**src/rtl/seq_alu_if.sv**
```systemverilog
// seq_alu_if: operand/result handshake bundle for seq_alu.
// master = producer/consumer side (decode + writeback), slave = the ALU.
interface seq_alu_if #(
    parameter int unsigned WIDTH = 8,
    parameter int unsigned OPW   = 4
);
    logic             in_valid;
    logic             in_ready;
    logic [OPW-1:0]   op;
    logic [WIDTH-1:0] a;
    logic [WIDTH-1:0] b;
    logic             out_valid;
    logic             out_ready;
    logic [WIDTH-1:0] result;
    logic             flag_z;
    logic             flag_n;
    logic             flag_c;
    logic             flag_v;
    logic             illegal;

    modport master (
        output in_valid, op, a, b, out_ready,
        input  in_ready, out_valid, result, flag_z, flag_n, flag_c, flag_v, illegal
    );

    modport slave (
        input  in_valid, op, a, b, out_ready,
        output in_ready, out_valid, result, flag_z, flag_n, flag_c, flag_v, illegal
    );
endinterface

```
**src/rtl/seq_alu.sv**
```systemverilog
// seq_alu: registered, handshaked ALU (ADD SUB AND SLL SRL XOR OR SRA ROL, optional MUL).
// Optional iterative shift-add multiply (op 9) is enabled by defining SEQ_ALU_MUL_EN;
// without it op 9 decodes as illegal and the BUSY state/accumulator do not exist.
module seq_alu #(
    parameter int unsigned WIDTH = 8,
    parameter int unsigned OPW   = 4,
    parameter int unsigned SHW   = $clog2(WIDTH)
) (
    input logic     CLK,
    input logic     Reset,
    seq_alu_if.slave bus
);
    localparam logic [OPW-1:0] OpAdd = OPW'(0);
    localparam logic [OPW-1:0] OpSub = OPW'(1);
    localparam logic [OPW-1:0] OpAnd = OPW'(2);
    localparam logic [OPW-1:0] OpSll = OPW'(3);
    localparam logic [OPW-1:0] OpSrl = OPW'(4);
    localparam logic [OPW-1:0] OpXor = OPW'(5);
    localparam logic [OPW-1:0] OpOr  = OPW'(6);
    localparam logic [OPW-1:0] OpSra = OPW'(7);
    localparam logic [OPW-1:0] OpRol = OPW'(8);

`ifdef SEQ_ALU_MUL_EN
    localparam logic [OPW-1:0] OpMul = OPW'(9);
    typedef enum logic [1:0] {StIdle, StBusy, StHold} state_e;
`else
    typedef enum logic [0:0] {StIdle, StHold} state_e;
`endif

    state_e           state_q, state_d;
    logic [WIDTH-1:0] result_q, result_d;
    logic             z_q, z_d, n_q, n_d, c_q, c_d, v_q, v_d;
    logic             illegal_q, illegal_d;

`ifdef SEQ_ALU_MUL_EN
    logic [2*WIDTH-1:0] acc_q, acc_d, mcand_q, mcand_d, acc_nxt;
    logic [WIDTH-1:0]   mplier_q, mplier_d;
    logic [SHW:0]       cnt_q, cnt_d;
    logic               is_mul;
`endif

    logic             accept;
    logic [SHW-1:0]   s;
    logic [SHW:0]     rot_amt;
    logic [WIDTH:0]   sum_ext, diff_ext, sll_ext, srl_ext, sra_ext;
    logic [WIDTH-1:0] rol_res;
    logic [WIDTH-1:0] alu_res;
    logic             alu_c, alu_v, alu_ill;

    assign s        = bus.b[SHW-1:0];
    assign rot_amt  = (SHW + 1)'(WIDTH) - {1'b0, s};
    assign sum_ext  = {1'b0, bus.a} + {1'b0, bus.b};
    assign diff_ext = {1'b0, bus.a} - {1'b0, bus.b};
    // Extra bit beyond the data catches the last bit shifted out (stays 0 when s == 0).
    assign sll_ext  = {1'b0, bus.a} << s;
    assign srl_ext  = {bus.a, 1'b0} >> s;
    assign sra_ext  = $unsigned($signed({bus.a, 1'b0}) >>> s);
    assign rol_res  = (bus.a << s) | (bus.a >> rot_amt);

    assign accept   = bus.in_valid && bus.in_ready;
`ifdef SEQ_ALU_MUL_EN
    assign is_mul   = (bus.op == OpMul);
    assign acc_nxt  = acc_q + (mplier_q[0] ? mcand_q : '0);
`endif

    // Single-cycle operation decode: result, carry, overflow, illegal.
    always_comb begin
        alu_res = '0;
        alu_c   = 1'b0;
        alu_v   = 1'b0;
        alu_ill = 1'b0;
        case (bus.op)
            OpAdd: begin
                alu_res = sum_ext[WIDTH-1:0];
                alu_c   = sum_ext[WIDTH];
                alu_v   = (bus.a[WIDTH-1] == bus.b[WIDTH-1]) &&
                          (sum_ext[WIDTH-1] != bus.a[WIDTH-1]);
            end
            OpSub: begin
                alu_res = diff_ext[WIDTH-1:0];
                alu_c   = ~diff_ext[WIDTH];
                alu_v   = (bus.a[WIDTH-1] != bus.b[WIDTH-1]) &&
                          (diff_ext[WIDTH-1] != bus.a[WIDTH-1]);
            end
            OpAnd: alu_res = bus.a & bus.b;
            OpOr:  alu_res = bus.a | bus.b;
            OpXor: alu_res = bus.a ^ bus.b;
            OpSll: begin
                alu_res = sll_ext[WIDTH-1:0];
                alu_c   = sll_ext[WIDTH];
            end
            OpSrl: begin
                alu_res = srl_ext[WIDTH:1];
                alu_c   = srl_ext[0];
            end
            OpSra: begin
                alu_res = sra_ext[WIDTH:1];
                alu_c   = sra_ext[0];
            end
            OpRol: begin
                alu_res = rol_res;
                alu_c   = rol_res[0];
            end
            default: alu_ill = 1'b1;
        endcase
    end

    // Input readiness: always in IDLE, follows out_ready in HOLD, never while multiplying.
    always_comb begin
        bus.in_ready = 1'b0;
        case (state_q)
            StIdle:  bus.in_ready = 1'b1;
            StHold:  bus.in_ready = bus.out_ready;
            default: bus.in_ready = 1'b0;
        endcase
    end

    assign bus.out_valid = (state_q == StHold);
    assign bus.result    = result_q;
    assign bus.flag_z    = z_q;
    assign bus.flag_n    = n_q;
    assign bus.flag_c    = c_q;
    assign bus.flag_v    = v_q;
    assign bus.illegal   = illegal_q;

    // Next-state logic: capture on accept, iterate MUL in BUSY, release HOLD on out_ready.
    always_comb begin
        state_d   = state_q;
        result_d  = result_q;
        z_d       = z_q;
        n_d       = n_q;
        c_d       = c_q;
        v_d       = v_q;
        illegal_d = illegal_q;
`ifdef SEQ_ALU_MUL_EN
        acc_d     = acc_q;
        mcand_d   = mcand_q;
        mplier_d  = mplier_q;
        cnt_d     = cnt_q;
`endif
        case (state_q)
            StIdle, StHold: begin
                if (accept) begin
`ifdef SEQ_ALU_MUL_EN
                    if (is_mul) begin
                        acc_d    = '0;
                        mcand_d  = {{WIDTH{1'b0}}, bus.a};
                        mplier_d = bus.b;
                        cnt_d    = (SHW + 1)'(WIDTH);
                        state_d  = StBusy;
                    end else
`endif
                    begin
                        result_d  = alu_res;
                        z_d       = (alu_res == '0);
                        n_d       = alu_res[WIDTH-1];
                        c_d       = alu_c;
                        v_d       = alu_v;
                        illegal_d = alu_ill;
                        state_d   = StHold;
                    end
                end else if ((state_q == StHold) && bus.out_ready) begin
                    state_d = StIdle;
                end
            end
`ifdef SEQ_ALU_MUL_EN
            StBusy: begin
                acc_d    = acc_nxt;
                mcand_d  = mcand_q << 1;
                mplier_d = mplier_q >> 1;
                cnt_d    = cnt_q - 1'b1;
                // Final iteration: product is complete in acc_nxt.
                if (cnt_q == (SHW + 1)'(1)) begin
                    result_d  = acc_nxt[WIDTH-1:0];
                    z_d       = (acc_nxt[WIDTH-1:0] == '0);
                    n_d       = acc_nxt[WIDTH-1];
                    c_d       = |acc_nxt[2*WIDTH-1:WIDTH];
                    v_d       = |acc_nxt[2*WIDTH-1:WIDTH];
                    illegal_d = 1'b0;
                    state_d   = StHold;
                end
            end
`endif
            default: state_d = StIdle;
        endcase
    end

    // State and output registers with synchronous reset.
    always_ff @(posedge CLK) begin
        if (Reset) begin
            state_q   <= StIdle;
            result_q  <= '0;
            z_q       <= 1'b0;
            n_q       <= 1'b0;
            c_q       <= 1'b0;
            v_q       <= 1'b0;
            illegal_q <= 1'b0;
`ifdef SEQ_ALU_MUL_EN
            acc_q     <= '0;
            mcand_q   <= '0;
            mplier_q  <= '0;
            cnt_q     <= '0;
`endif
        end else begin
            state_q   <= state_d;
            result_q  <= result_d;
            z_q       <= z_d;
            n_q       <= n_d;
            c_q       <= c_d;
            v_q       <= v_d;
            illegal_q <= illegal_d;
`ifdef SEQ_ALU_MUL_EN
            acc_q     <= acc_d;
            mcand_q   <= mcand_d;
            mplier_q  <= mplier_d;
            cnt_q     <= cnt_d;
`endif
        end
    end
endmodule

```
**src/flat_wrapper.sv**
```systemverilog
// flat-port wrapper written by rule: the top's interface ports become plain ports
module seq_alu_flat 
#(
    parameter int unsigned WIDTH = 8,
    parameter int unsigned OPW   = 4,
    parameter int unsigned SHW   = $clog2(WIDTH)
)
  (CLK, Reset, bus_in_valid, bus_op, bus_a, bus_b, bus_out_ready, bus_in_ready, bus_out_valid, bus_result, bus_flag_z, bus_flag_n, bus_flag_c, bus_flag_v, bus_illegal);
  seq_alu_if #(.WIDTH(WIDTH), .OPW(OPW)) bus_i ();
  input logic CLK;
  input logic Reset;
  input wire logic [$bits(bus_i.in_valid)-1:0] bus_in_valid;
  input wire logic [$bits(bus_i.op)-1:0] bus_op;
  input wire logic [$bits(bus_i.a)-1:0] bus_a;
  input wire logic [$bits(bus_i.b)-1:0] bus_b;
  input wire logic [$bits(bus_i.out_ready)-1:0] bus_out_ready;
  output wire logic [$bits(bus_i.in_ready)-1:0] bus_in_ready;
  output wire logic [$bits(bus_i.out_valid)-1:0] bus_out_valid;
  output wire logic [$bits(bus_i.result)-1:0] bus_result;
  output wire logic [$bits(bus_i.flag_z)-1:0] bus_flag_z;
  output wire logic [$bits(bus_i.flag_n)-1:0] bus_flag_n;
  output wire logic [$bits(bus_i.flag_c)-1:0] bus_flag_c;
  output wire logic [$bits(bus_i.flag_v)-1:0] bus_flag_v;
  output wire logic [$bits(bus_i.illegal)-1:0] bus_illegal;
  assign bus_i.in_valid = bus_in_valid;
  assign bus_i.op = bus_op;
  assign bus_i.a = bus_a;
  assign bus_i.b = bus_b;
  assign bus_i.out_ready = bus_out_ready;
  assign bus_in_ready = bus_i.in_ready;
  assign bus_out_valid = bus_i.out_valid;
  assign bus_result = bus_i.result;
  assign bus_flag_z = bus_i.flag_z;
  assign bus_flag_n = bus_i.flag_n;
  assign bus_flag_c = bus_i.flag_c;
  assign bus_flag_v = bus_i.flag_v;
  assign bus_illegal = bus_i.illegal;
  seq_alu #(.WIDTH(WIDTH), .OPW(OPW), .SHW(SHW)) u_core (.CLK(CLK), .Reset(Reset), .bus(bus_i));
endmodule
```
**config.mk**
```make
export PLATFORM = sky130hd
export DESIGN_NAME = seq_alu_flat
export DESIGN_NICKNAME = d
export VERILOG_FILES = /design/src/rtl/seq_alu_if.sv /design/src/rtl/seq_alu.sv /design/src/flat_wrapper.sv
export SDC_FILE = /design/constraint.sdc
export NUM_CORES = 1
export LEC_CHECK = 0
export ABC_AREA = 1
export CAP_MARGIN = 20
export CORE_AREA = 2 2 73 103
export CTS_CLUSTER_DIAMETER = 80
export CTS_CLUSTER_SIZE = 10
export DETAILED_ROUTE_END_ITERATION = 10
export DIE_AREA = 0 0 75 105
export PLACE_DENSITY = 0.61
export SLEW_MARGIN = 20
export SYNTH_ARGS = -nofsm -noshare
export SYNTH_HDL_FRONTEND = slang
export SYNTH_SLANG_ARGS = --single-unit
```
**constraint.sdc**
```tcl
create_clock -name CLK -period 3 [get_ports CLK]
set_input_delay 0.45 -clock CLK [delete_from_list [all_inputs] [get_ports CLK]]
set_output_delay 0.45 -clock CLK [all_outputs]
set_load 0.05 [all_outputs]
```
==> flow_metrics.env <==
export IMPL_outcome="finished, final reports clean"
export IMPL_finalClockSkew_ns=0.002608
export IMPL_grtUsageTotal_pct=25.39
export IMPL_wl_per_cell_um=14.34
export IMPL_path_max_fanout=4
export IMPL_worstMarginPinSlew_ns=0.5574
export IMPL_seq_area_frac_synth_pct=9.568
export IMPL_synth_warning_count=0
export IMPL_max_cap_viol_count=0
export IMPL_yosysTopAreaCell="nand2_1"
export IMPL_slew_headroom_pct=62.80
export IMPL_tns_ns=0
export IMPL_slew_violations=0
export IMPL_end_kind="flop"
export IMPL_cts_sinks=13
export IMPL_crit_type="in -> reg"
export IMPL_fmax_mhz=366.3
export IMPL_clockBufferDepth=2
export IMPL_period_needed_ns=2.730
export IMPL_gp_congestion=0.9398
export IMPL_cpPeakStageDelay_ns=0.54
export IMPL_rows=36
export IMPL_drtIter0Drc=264
export IMPL_h_tree_depth=1
export IMPL_grt_antenna_before_repair=0
export IMPL_viasPerCell=5.283
export IMPL_drt_wl_total_um=9524
export IMPL_drc=0
export IMPL_critPathSlowestCell="clkdlybuf4s50_1"
export IMPL_cts_root_buffer="clkbuf_8"
export IMPL_min_path_type="reg -> reg"
export IMPL_layout_common_cells="nand2_1 (182), nand3_1 (74), inv_1 (69)"
export IMPL_die_h_um=105
export IMPL_synthDistinctLibCells=28
export IMPL_cts_tree="yes"
export IMPL_vias=3508
export IMPL_layout_commonest_cell="nand2_1"
export IMPL_die_w_um=75
export IMPL_grt_max_degree=23
export IMPL_synth_nets=571
export IMPL_fp_coreArea_mm2=0.006892
export IMPL_antenna_cells=0
export IMPL_grt_pass1_wl_um=15890
export IMPL_overflow=0
export IMPL_antenna_left=0
export IMPL_hold_viol=0
export IMPL_worst_path_buf_inv=4
export IMPL_cts_setup_buffers=0
export IMPL_place_area_mm2=0.003307
export IMPL_period_share_pct=90.99
export IMPL_nets=622
export IMPL_start_kind="input port"
export IMPL_dp_cells=660
export IMPL_critical_path_depth=16
export IMPL_synth_seq_cells=13
export IMPL_synth_area_mm2=0.002720
export IMPL_syn_inst=519
export IMPL_numCtsBuffers=3
export IMPL_cpMostUsedCell="nand3_1"
export IMPL_crit_family="buffers and inverters"
export IMPL_whs_ns=0.4656
export IMPL_grt_pass1_vias=3330
export IMPL_final_cells=664
export IMPL_cts_resized=0
export IMPL_dp_final_hpwl_um=7981
export IMPL_finalSetupViolCount=0
export IMPL_rsz0062_at_grt="no"
export IMPL_rr_worst_depth=5
export IMPL_clkTransAtPathRegs_ns=0.06
export IMPL_critical_path_arrival_ns=2.90
export IMPL_initial_core_util_pct=39.47
export IMPL_worstHoldPathCells=2
export IMPL_p_leak_nw=1.850
export IMPL_firstDrtPassIters=6
export IMPL_io_pins=39
export IMPL_synthTopCellsByArea="nand2_1 (25%), nand3_1 (14%), ha_1 (12%)"
export IMPL_synth_top_area_share_pct=25.11
export IMPL_clk_latency_ns=0.24
export IMPL_postSynthAreaPerCell_um2=5.241
export IMPL_fin_area_mm2=0.003352
export IMPL_die_area_mm2=0.007875
export IMPL_drive_gt1_share_pct=5.975
export IMPL_crit_chain="clkdlybuf4s50_1 > ha_1 > inv_1 > fa_1 > inv_1 > nand3_1 > nand2_1 > nand2_1 > nand3_1 > nand2_1 > nor3_1 > buf_4 > nand3_1 > nor2_1 > nand3_1 > a21oi_1"
export IMPL_syn_to_final_growth_pct=23.23
export IMPL_cp_data_required_time_ns=3.18
export IMPL_io_buffers=38
export IMPL_power_density_mw_per_mm2=260.9
export IMPL_hold_buffers=0
export IMPL_peakVddDrop_mv=0.3143
==> where the power goes <==
part	internal (mW)	switching [mW]	total, mW	leakage [nW]
clock network	0.0937	0.0616	0.155	0.0228
registers	0.186	0.00759	0.194	0.107
logic	0.187	0.338	0.525	1.72
==> state kept, by name (all words and copies together) (netlist names) <==
register and flops:
u_core.bus.illegal 1, u_core.bus.flag_v 1, u_core.bus.result 7, u_core.bus.out_valid 1
u_core.bus.flag_c 1, u_core.bus.flag_n 1, u_core.bus.flag_z 1
==> worst reg2reg max path: cells and delay by family (launching register included) <==
kind | cells | cell delay, ns
buf+inv | 1 | 0.44
compound gates | 2 | 0.36
simple gates | 2 | 0.20
flops | 1 | 0.30
==> cells in the mapped netlist (all sizes together) <==
| cell type | number |
|---|---|
| xnor2 | 1 |
| a21boi | 1 |
| o2111ai | 2 |
| clkbuf | 2 |
| o211ai | 9 |
| o21a | 3 |
| o21ai | 22 |
| xor2 | 1 |
| buf | 13 |
| nand2 | 183 |
| nor3 | 1 |
| inv | 72 |
| or2 | 3 |
| nand3 | 74 |
| a211oi | 1 |
| fa | 2 |
| a21oi | 23 |
| dfxtp | 13 |
| nand4 | 10 |
| ha | 26 |
| o21bai | 1 |
| clkinv | 1 |
| nor2 | 55 |
==> layer usage <==
metal	part of all wire (%)	wire length, um	global-route usage [%]	up-vias
li1	-	-	-	1762
met1	41	3952	31.74	1546
met2	50	4772	44.61	156
met3	4.1	392	1.639	44
met4	4.3	406	8.163	0
met5	0	0	0	-
==> worst paths after layout <==
check / startpoint / to / slack (ns)
min: u_core.bus.flag_c$_SDFFE_PP0P_ / u_core.bus.flag_c$_SDFFE_PP0P_ / 0.47
max reg2reg: u_core.bus.out_valid$_SDFFE_PP0P_ / u_core.bus.flag_c$_SDFFE_PP0P_ / 1.62
min reg2reg: u_core.bus.flag_c$_SDFFE_PP0P_ / u_core.bus.flag_c$_SDFFE_PP0P_ / 0.47
max: bus_a[0] / u_core.bus.flag_z$_SDFFE_PP0P_ / 0.27
==> stage by stage <==
step / util [%] / total power [mW] / setup slack (ns)
2_1_floorplan: - / 0.5355 / 0.7330
3_3_place_gp: 47.98 / 0.7132 / 0.09287
3_5_place_dp: 47.98 / 0.7139 / 0.04692
4_1_cts: 48.64 / 0.8721 / 0.2839
5_1_grt: 48.64 / 0.9473 / 0.05421
6_report: 48.64 / 0.8746 / 0.2702
==> cells by family after synthesis <==
group	share of synthesized area (%)
xor gates and xnor gates	0.9202
DFF	9.568
adders and majority gates	13.43
AOI/OAI and AO/OA	13.06
and+or+nand+nor	49.82
buffers and inverters	13.20
==> final cells by class <==
cell class                 count  area (um^2)
inverter                      73        274.0
tap                           95        118.9
multi-input combinational    418         2101
clock buffer                   4        45.04
timing repair buffer          61        553.0
sequential                    13        260.3
fill                         753         3540
(Power assumes the default switching activity.)
==> RTL change 1: new RTL, same settings <==
`OPW` is set to 4 in 3 places; all go to 8.
--- a/src/rtl/seq_alu_if.sv
+++ b/src/rtl/seq_alu_if.sv
@@ -2,7 +2,7 @@
 // master = producer/consumer side (decode + writeback), slave = the ALU.
 interface seq_alu_if #(
     parameter int unsigned WIDTH = 8,
-    parameter int unsigned OPW   = 4
+    parameter int unsigned OPW   = 8
 );
     logic             in_valid;
     logic             in_ready;
--- a/src/rtl/seq_alu.sv
+++ b/src/rtl/seq_alu.sv
@@ -3,7 +3,7 @@
 // without it op 9 decodes as illegal and the BUSY state/accumulator do not exist.
 module seq_alu #(
     parameter int unsigned WIDTH = 8,
-    parameter int unsigned OPW   = 4,
+    parameter int unsigned OPW   = 8,
     parameter int unsigned SHW   = $clog2(WIDTH)
 ) (
     input logic     CLK,
--- a/src/flat_wrapper.sv
+++ b/src/flat_wrapper.sv
@@ -2,7 +2,7 @@
 module seq_alu_flat 
 #(
     parameter int unsigned WIDTH = 8,
-    parameter int unsigned OPW   = 4,
+    parameter int unsigned OPW   = 8,
     parameter int unsigned SHW   = $clog2(WIDTH)
 )
   (CLK, Reset, bus_in_valid, bus_op, bus_a, bus_b, bus_out_ready, bus_in_ready, bus_out_valid, bus_result, bus_flag_z, bus_flag_n, bus_flag_c, bus_flag_v, bus_illegal);
Interface: changed (resized bus_op); port bits go from 39 to 43. The function was not compared with the original's and may differ.
==> RTL change 1 against the unedited design <==
Cell area up 7.5%. Sequential cell count unchanged. Wire length up 8.3%. Clock skew is 0.00051 ns higher. Setup slack better by 0.0099 ns. Power is 4.1% lower. Via count up 4.1%. Synthesized area up 7.5%. Non-clock buffer count is 12 higher.
==> RTL change 1: results (changes against the unedited design) <==
<table>
<tr><th>Metric</th><th>Value</th></tr>
<tr><th colspan="2">Run status</th></tr>
<tr><td>Run status</td><td>finished, final reports clean</td></tr>
<tr><th colspan="2">Placed design</th></tr>
<tr><td>Hpwl dp</td><td>8.715 mm (+9.2%)</td></tr>
<tr><td>Count of input and output buffers</td><td>42 (+11%)</td></tr>
<tr><td>Post-DP Area</td><td>3560 um^2 (+7.6%)</td></tr>
<tr><td>Setup slack after placement</td><td>0.05680 ns (+0.009873 ns)</td></tr>
<tr><th colspan="2">Timing</th></tr>
<tr><td>Final setup slack of the worst path</td><td>0.2801 ns (+0.009907 ns)</td></tr>
<tr><td>Worst clock skew on the final layout</td><td>0.003116 ns (+0.0005079 ns)</td></tr>
<tr><td>Slew at the pin with the worst max-slew slack</td><td>0.5317 ns (-0.02569 ns)</td></tr>
<tr><th colspan="2">Global routing</th></tr>
<tr><td>Maximum number of pins on one net before global-route repair</td><td>24 (+4.3%)</td></tr>
<tr><td>Met2 layer usage reported by global route</td><td>48.37% (+3.8 points)</td></tr>
<tr><td>Global-route wire length before repair</td><td>16.86 mm (+6.1%)</td></tr>
<tr><td>Overall fraction of global-route tracks in use</td><td>27.35% (+2.0 points)</td></tr>
<tr><td>Via count of the first global-routing pass</td><td>3560 (+6.9%)</td></tr>
<tr><th colspan="2">Detailed routing</th></tr>
<tr><td>Detailed route wirelength on metal2</td><td>5.204 mm (+9.1%)</td></tr>
<tr><td>Number of DRC markers in iteration 0</td><td>274 (+3.8%)</td></tr>
<tr><td>Metal3 WL</td><td>502 um (+28%)</td></tr>
<tr><td>Routed wire length</td><td>10.32 mm (+8.3%)</td></tr>
<tr><td>Routed length on met1</td><td>4.034 mm (+2.1%)</td></tr>
<tr><th colspan="2">Critical path</th></tr>
<tr><td>Crit Path Max Fanout</td><td>7 (+3)</td></tr>
<tr><td>Path depth of the worst reg2reg path</td><td>11 (+6)</td></tr>
<tr><td>Worst R2R Setup Slack</td><td>1.37 ns (-0.25 ns)</td></tr>
<tr><th colspan="2">Power</th></tr>
<tr><td>Worst-case vdd ir drop</td><td>0.1246 mV (-60%)</td></tr>
<tr><td>Switching part of the total power</td><td>45.15% (-1.4 points)</td></tr>
<tr><td>Cell leakage power</td><td>1.935 nW (+4.6%)</td></tr>
<tr><th colspan="2">Layout</th></tr>
<tr><td># nets final</td><td>643 (+3.4%)</td></tr>
</table>
-- RTL change 1: logic make-up after synthesis --
kind of cell	synth area share (%)
and+or+nand+nor	53.21
xor gates and xnor gates	1.497
buffers and inverters	13.09
DFF	8.897
adders and majority gates	12.49
AOI/OAI and AO/OA	10.82
-- RTL change 1: layout make-up --
cell class | count | area [um^2] | area share, %
tap | 95 | 118.9 | 3.297
inverter | 64 | 245.2 | 6.803
timing repair buffer | 73 | 653.1 | 18.12
clock buffer | 4 | 45.04 | 1.250
multi-input combinational | 432 | 2282 | 63.31
sequential | 13 | 260.3 | 7.220
-- RTL change 1: critical path: cells and delay by family --
kind | cells | cell delay (ns)
AND/OR/NAND/NOR | 8 | 0.86
buffers and inverters | 1 | 0.55
AO/OA/AOI/OAI | 1 | 0.10
XOR/XNOR | 1 | 0.18
adder cells (fa/ha/maj) | 2 | 0.76
==> RTL change 2: new RTL, same flow settings <==
Without the edit above. Reset style: asynchronous (`Reset`), changed in one clocked block. Comments in the files are not updated.
--- a/src/rtl/seq_alu.sv
+++ b/src/rtl/seq_alu.sv
@@ -186,7 +186,7 @@
     end
 
     // State and output registers with synchronous reset.
-    always_ff @(posedge CLK) begin
+    always_ff @(posedge CLK or posedge Reset) begin
         if (Reset) begin
             state_q   <= StIdle;
             result_q  <= '0;
Formal check against the unedited RTL: differs if Reset is asserted again (counterexample within 4 cycles, from zero or initial values and one cycle with Reset high); with Reset held inactive, the same outputs for 10 cycles.
==> RTL change 2 against the unedited design <==
Critical path type unchanged. Cell area is 1.8% higher. Die area stayed put. Synthesized area is 4.3% higher. Wire length is 4.9% higher. Setup slack better by 0.15 ns. Power is 13% higher. Clock skew is 0.0016 ns higher. Sequential cell count stayed put. Global-route usage is 1.5 points higher.
==> RTL change 2: results (changes against the unedited design) <==
<table>
<tr><th>Metric</th><th>Value</th></tr>
<tr><th colspan="2">Layout</th></tr>
<tr><td>Data-path buffer share of cell area in the final layout</td><td>15.11% (-1.4 points)</td></tr>
<tr><td>Buffers excl. clock</td><td>56 (-8.2%)</td></tr>
<tr><td>Multi-Input Combinational</td><td>424 (+1.4%)</td></tr>
<tr><td>Fraction of layout cells with a size suffix above 1</td><td>9.156% (+3.2 points)</td></tr>
<tr><td>Layout inverter count without the clock tree</td><td>60 (-18%)</td></tr>
<tr><td>Combined area of the multi-input logic cells</td><td>2168 um^2 (+3.2%)</td></tr>
<tr><th colspan="2">Min path</th></tr>
<tr><td>Worst hold path startpoint</td><td>u_core.bus.result[3]$_DFFE_PP0P_</td></tr>
<tr><td>Worst min-delay path endpoint</td><td>u_core.bus.result[3]$_DFFE_PP0P_</td></tr>
<tr><th colspan="2">Detailed routing</th></tr>
<tr><td>Routed length on met1</td><td>4.242 mm (+7.3%)</td></tr>
<tr><td>Routed wire length</td><td>9.987 mm (+4.9%)</td></tr>
<tr><td>Metal3 WL</td><td>400 um (+2.0%)</td></tr>
<tr><td>Number of DRC markers in iteration 0</td><td>277 (+4.9%)</td></tr>
<tr><th colspan="2">Global routing</th></tr>
<tr><td>Met2 layer usage reported by global route</td><td>44.92% (+0.31 points)</td></tr>
<tr><td>Maximum number of pins on one net before global-route repair</td><td>18 (-22%)</td></tr>
<tr><th colspan="2">Timing</th></tr>
<tr><td>Crit path time final</td><td>2.577 ns (-0.1526 ns)</td></tr>
<tr><td>Worst clock skew on the final layout</td><td>0.004198 ns (+0.001589 ns)</td></tr>
<tr><th colspan="2">Critical path</th></tr>
<tr><td>Data arrival at the endpoint of the critical path</td><td>2.76 ns (-0.14 ns)</td></tr>
<tr><td>Worst R2R Setup Slack</td><td>1.28 ns (-0.34 ns)</td></tr>
<tr><td>Worst path max stage delay</td><td>0.56 ns (+0.02 ns)</td></tr>
<tr><th colspan="2">Power</th></tr>
<tr><td>Combinational fraction of design power</td><td>62.3% (+2.2 points)</td></tr>
<tr><td>Switching part of the total power</td><td>49.15% (+2.6 points)</td></tr>
<tr><th colspan="2">Synthesis</th></tr>
<tr><td>Area share of xor/xnor cells in the synthesized design</td><td>0.3088% (-0.61 points)</td></tr>
<tr><td>Cell types occupying the most area after synthesis</td><td>sky130_fd_sc_hd__nand2_1, sky130_fd_sc_hd__nand3_1, sky130_fd_sc_hd__dfrtp_1</td></tr>
<tr><td>Share of synthesized flip-flops with an asynchronous set or reset</td><td>100.0% (+100 points)</td></tr>
<tr><td>Synth cell count leaders</td><td>sky130_fd_sc_hd__nand2_1, sky130_fd_sc_hd__nand3_1, sky130_fd_sc_hd__inv_1, sky130_fd_sc_hd__nor2_1, sky130_fd_sc_hd__ha_1</td></tr>
<tr><th colspan="2">Run status</th></tr>
<tr><td>Run status</td><td>finished, final reports clean</td></tr>
</table>
## RTL change 2: cell types whose count changed in the layout (fill, tap and decap cells not counted), sizes merged, moves of 7 or more
| cell | delta |
|---|---|
| dfrtp | +13 |
| dfxtp | -13 |
| inv | -12 |
| nand2 | +20 |
| nor2 | +7 |
| o211ai | -9 |
| o21ai | -14 |
## RTL change 2: worst register-to-register path, delay by kind of cell (launching register included)
family             cells  cell delay (ns)
DFF                    1             0.40
AOI/OAI and AO/OA      1             0.39
and+or+nand+nor        8             0.86
## RTL change 2: per-stage QoR
stage / cells / cell area, um^2 / hold slack [ns]
6_report: 652 / 3411 / 0.4867
5_1_grt: 652 / 3411 / 0.5142
4_1_cts: 652 / 3411 / 0.4885
3_5_place_dp: 648 / 3366 / 0.4732
3_3_place_gp: 648 / 3366 / 0.4674
2_1_floorplan: 512 / 2836 / 0.3270
